<file path="config.mk">
export PLATFORM = sky130hd
export DESIGN_NAME = seq101_word_scheduler
export DESIGN_NICKNAME = d
export VERILOG_FILES = /design/src/rtl/seq101_word_scheduler.sv
export SDC_FILE = /design/constraint.sdc
export NUM_CORES = 1
export LEC_CHECK = 0
export CAP_MARGIN = 40
export CORE_ASPECT_RATIO = 0.8
export CORE_MARGIN = 1.5
export CORE_UTILIZATION = 45
export DETAILED_ROUTE_END_ITERATION = 6
export HOLD_SLACK_MARGIN = 0.15
export PLACE_DENSITY = 0.83
export SLEW_MARGIN = 20
export SYNTH_ARGS = -nofsm -noshare
export SYNTH_HDL_FRONTEND = slang
export SYNTH_SLANG_ARGS = --single-unit
export TNS_END_PERCENT = 100
</file>
<file path="constraint.sdc">
create_clock -name clk -period 1.5 [get_ports clk]
set_input_delay 0.375 -clock clk [delete_from_list [all_inputs] [get_ports clk]]
set_output_delay 0.375 -clock clk [all_outputs]
set_load 0.02 [all_outputs]
</file>
<file path="src/rtl/seq101_word_scheduler.sv">
// Word-to-serial scheduler for a shared Mealy "101" overlapping detector: accepts a word,
// shifts it MSB-first into the detector, counts hits and returns the per-word count.
// Optional build macro SEQ101_CARRY_STATE_EN keeps detector state across word boundaries.
module seq101_word_scheduler #(
  parameter int WORD_W = 8,
  parameter int CNT_W  = 4
) (
  input  logic              clk,
  input  logic              rst,
  input  logic [WORD_W-1:0] word_in,
  input  logic              word_valid,
  output logic              word_ready,
  output logic              det_seq_out,
  output logic              det_rst,
  input  logic              det_in,
  output logic              res_valid,
  output logic [CNT_W-1:0]  res_count,
  output logic              res_hit,
  input  logic              res_ready,
  output logic              busy
);

  localparam logic [1:0] IDLE   = 2'd0;
  localparam logic [1:0] CLR    = 2'd1;
  localparam logic [1:0] SHIFT  = 2'd2;
  localparam logic [1:0] REPORT = 2'd3;

  localparam int BC_W = $clog2(WORD_W);
  localparam logic [BC_W-1:0] LAST_BIT = BC_W'(WORD_W - 1);

`ifdef SEQ101_CARRY_STATE_EN
  localparam logic [1:0] START_ST = SHIFT;
`else
  localparam logic [1:0] START_ST = CLR;
`endif

  logic [1:0]        state_q;
  logic [1:0]        state_d;
  logic [WORD_W-1:0] shreg_q;
  logic [BC_W-1:0]   bit_cnt_q;
  logic [CNT_W-1:0]  match_cnt_q;
  logic              det_rst_d;

  function automatic logic [CNT_W-1:0] sat_inc(input logic [CNT_W-1:0] v);
    return (&v) ? v : v + CNT_W'(1);
  endfunction

  always_comb begin
    state_d = state_q;
    case (state_q)
      IDLE:    if (word_valid) state_d = START_ST;
      CLR:     state_d = SHIFT;
      SHIFT:   if (bit_cnt_q == LAST_BIT) state_d = REPORT;
      REPORT:  if (res_ready) state_d = IDLE;
      default: state_d = IDLE;
    endcase
  end

  // The detector reset is registered so the detector sees a glitch-free pulse.
`ifdef SEQ101_CARRY_STATE_EN
  assign det_rst_d = 1'b1;
`else
  assign det_rst_d = (state_d != CLR);
`endif

  always_ff @(posedge clk or negedge rst) begin
    if (!rst) begin
      state_q     <= IDLE;
      shreg_q     <= '0;
      bit_cnt_q   <= '0;
      match_cnt_q <= '0;
      det_rst     <= 1'b0;
    end else begin
      state_q <= state_d;
      det_rst <= det_rst_d;
      case (state_q)
        IDLE: begin
          if (word_valid) begin
            shreg_q     <= word_in;
            bit_cnt_q   <= '0;
            match_cnt_q <= '0;
          end
        end
        SHIFT: begin
          // det_in is Mealy: it reflects the bit presented in this same cycle.
          if (det_in) match_cnt_q <= sat_inc(match_cnt_q);
          shreg_q   <= {shreg_q[WORD_W-2:0], 1'b0};
          bit_cnt_q <= bit_cnt_q + BC_W'(1);
        end
        default: ;
      endcase
    end
  end

  assign word_ready  = (state_q == IDLE);
  assign busy        = (state_q != IDLE);
  assign det_seq_out = (state_q == SHIFT) & shreg_q[WORD_W-1];
  assign res_valid   = (state_q == REPORT);
  assign res_count   = res_valid ? match_cnt_q : '0;
  assign res_hit     = res_valid & (|match_cnt_q);

endmodule

</file>
==> summary.md <==
| Metric | Value |
|---|---|
| Outcome | complete, but fails checks |
| Violated checks | negative setup slack |
| First-pass GRT wire length | 4.478 mm |
| 1st-iter DRT viols | 24 |
| Warnings, synthesis | 0 |
| Most numerous cell on the critical path | buf_6 |
| Synth cell types | 33 |
| Tightest Hold Check Type | input port to asynchronous set/reset pin |
| Die H | 43.44 um |
| Overflow left after global routing | 0 |
| Post-Synth Simple-Gate Area | 15.10% |
| Area Growth Syn to Fin | 62.04% |
| Synth Instances | 92 |
| I/O Pins | 23 |
| Fin util | 78.05% |
| Vias | 938 |
| Critical Path Fanout Max | 4 |
| CP Launch Type | register |
| Starting density of the core | 48.17% |
| Worst ir drop on vdd | 0.001405 V |
| Async SR Flop Fraction | 100.0% |
| Yosys reg bits | 18 |
| CORE AREA | 1909 sq um |
| Setup ws final | -0.1467 ns |
| Final setup violation count | 10 |
| Post-synthesis mux area share | 2.313% |
| Cell row count | 14 |
| Final WL | 2.860 mm |
| EDFF count, synth | 0 |
| Clock Path Buffers | 2 |
| Worst-path cell chain | buf_6 > nor2b_4 > and2_4 > buf_6 |
| Pin count of the biggest net entering global routing | 19 |
| Post-Synth XOR/XNOR Area | 0.9524% |
| Slew margin rel. | 77.65% |
| Vias in the first global route | 978 |
| Tcrit/Tclk final | 109.8% |
| Num CTS Buffers | 3 |
| Final #Nets | 160 |
| Drt drc | 0 |
| FMAX | 607.3 MHz |
| Clock Latency Late Sink | 0.31 ns |
| GRT Total Usage | 27.35% |
| Data required, critical path | 1.12 ns |
| Synth Area in Adders | 5.442% |
| Root Driver | clkbuf_4 |
| Share of cells above drive strength 1 | 42.96% |
| Leakage | 0.6691 nW |
| Maxcap violations | 0 |
| Clock Sinks | 18 |
| Placer Congestion | 0.8651 |
| Placed Cells | 156 |
| Hold Vio Cnt, Final | 0 |
| Initial antenna violation count | 0 |
| CP max stage delay | 0.47 ns |
| Clk slew on worst S/H paths | 0.10 ns |
| DR WL/cell | 17.23 um |
| Commonest cells after routing, fill and taps aside | buf_4 (25), dfrtp_1 (17), clkdlybuf4s50_1 (12) |
| Synth Flop Type | dfrtp_1 |
| HPWL Detailed | 1.948 mm |
| CTS H-tree depth | 1 |
| Clock Skew | 0.001033 ns |
| Actual slew at the worst max-slew pin | 0.3350 ns |
| Slowest-stage cell, CP | dfrtp_2 |
| FF-to-FF path depth | 6 |
| Sequential-to-total area share from yosys stat | 48.98% |
| Input/output buffers | 22 |
| Minimum clock period | 1.647 ns |
| Power per cell area | 2192 nW/um^2 |
| Crit. End Element | primary output |
| RSZ-0062 raised after global routing | true |
| Final ANT Viol Nets | 0 |
| Synthesized area | 919.6 sq um |
| Fin cells | 166 |
| Hold_buf cts | 0 |
| Drt first pass iters | 4 |
| Commonest non-fill, non-tap cell in the layout | buf_4 |
| Total die area | 2326 sq um |
| Synth Net Count | 109 |
| Main combinational cell family by area after synthesis | compound AO/OA/AOI/OAI gates |
| Die Span X | 53.54 um |
| Final max-slew violation count | 0 |
| Vias per inst | 5.651 |
| Syn avg cell area | 9.996 sq um |
| Compound-Gate Fraction of Synth Area | 22.99% |
| Antenna cells | 0 |
| Critical path arrival | 1.27 ns |
| CTS tree | built |
| Kind of critical path | register to primary output |
[cell families (layout without fill, tap and decap cells)]
kind of cell / after synthesis / after routing
flops: 18 / 18
mux: 2 / 2
fa+ha+maj: 4 / 4
xor+xnor: 1 / 1
compound gates: 33 / 33
buf+inv: 8 / 58
simple gates: 26 / 26
[cell usage after synthesis, types with 2 or more instances]
cell | n | area share (%)
dfrtp_1 | 18 | 49
o22ai_1 | 9 | 6.1
nand2_1 | 8 | 3.3
a21oi_1 | 6 | 3.3
o21ai_0 | 6 | 3.3
ha_1 | 4 | 5.4
inv_1 | 4 | 1.6
a22oi_1 | 3 | 2.4
nor2b_1 | 3 | 2.0
nor3_1 | 3 | 1.6
a22o_1 | 2 | 1.9
and3_1 | 2 | 1.4
nand2b_1 | 2 | 1.4
nor2_1 | 2 | 0.82
o21ai_1 | 2 | 1.1
[stage by stage]
step	area [sq um]	total power, W	setup slack (ns)	TNS (ns)	hold WS (ns)
floorplan	935.9	0.001796	0.01693	0	0.07941
global placement	1320	0.002462	-0.2601	-2.757	0.4720
detailed placement	1320	0.002566	-0.3531	-3.543	0.4793
CTS	1404	0.003022	-0.1374	-0.7656	0.4073
global route	1490	0.003474	-0.2026	-1.378	0.4099
finish	1490	0.003266	-0.1467	-0.8483	0.3871
[registers in the layout, summed over array words and instances (netlist names)]
register and flops:
bit_cnt_q 3, det_rst 1, match_cnt_q 4, shreg_q 8
state_q 2
[layout make-up]
cell class                 instances  area, sq um
sequential                        18        451.7
tap                               24        30.03
clock buffer                       4        36.28
fill                             143        419.2
timing repair buffer              48        429.2
inverter                           6        30.03
multi-input combinational         66        513.0
[repair_timing]
action	in CTS	in global routing
resized for setup	64	16
setup endpoints to repair	10	21
buffers inserted	2	4
cloned	0	0
pin swaps	2	5
[per-layer routing]
layer  wire [um]  part of all wire [%]  GRT usage [%]  up-vias
met2        1488                    52          46.17       33
met1        1151                    40          31.33      465
met5           0                     0              0        -
met4          75                   2.6          12.31        0
met3         145                   5.1          8.966        6
li1            -                     -              -      434
[worst paths after layout]
check	startpoint	end	slack, ns
setup reg to reg	state_q[0]	match_cnt_q[0]	-0.01
hold reg to reg	shreg_q[4]	shreg_q[4]	0.50
max in group asynchronous	rst	state_q[1]	0.90
min in group clk	shreg_q[4]	shreg_q[4]	0.50
setup / recovery	state_q[1]	det_seq_out	-0.15
hold / removal	rst	bit_cnt_q[1]	0.39
[report_power, final]
| part | internal [W] | leakage (nW) | switching (W) |
|---|---|---|---|
| registers | 0.000707 | 0.218 | 0.000177 |
| logic | 0.00106 | 0.430 | 0.00101 |
| clock network | 0.000149 | 0.0210 | 0.000164 |
[critical path, delay by kind of cell (launching register included)]
kind / cells / cell delay, ns
buffers and inverters: 2 / 0.25
DFF: 1 / 0.47
and+or+nand+nor: 2 / 0.25
Power figures use the tool's default switching activity.
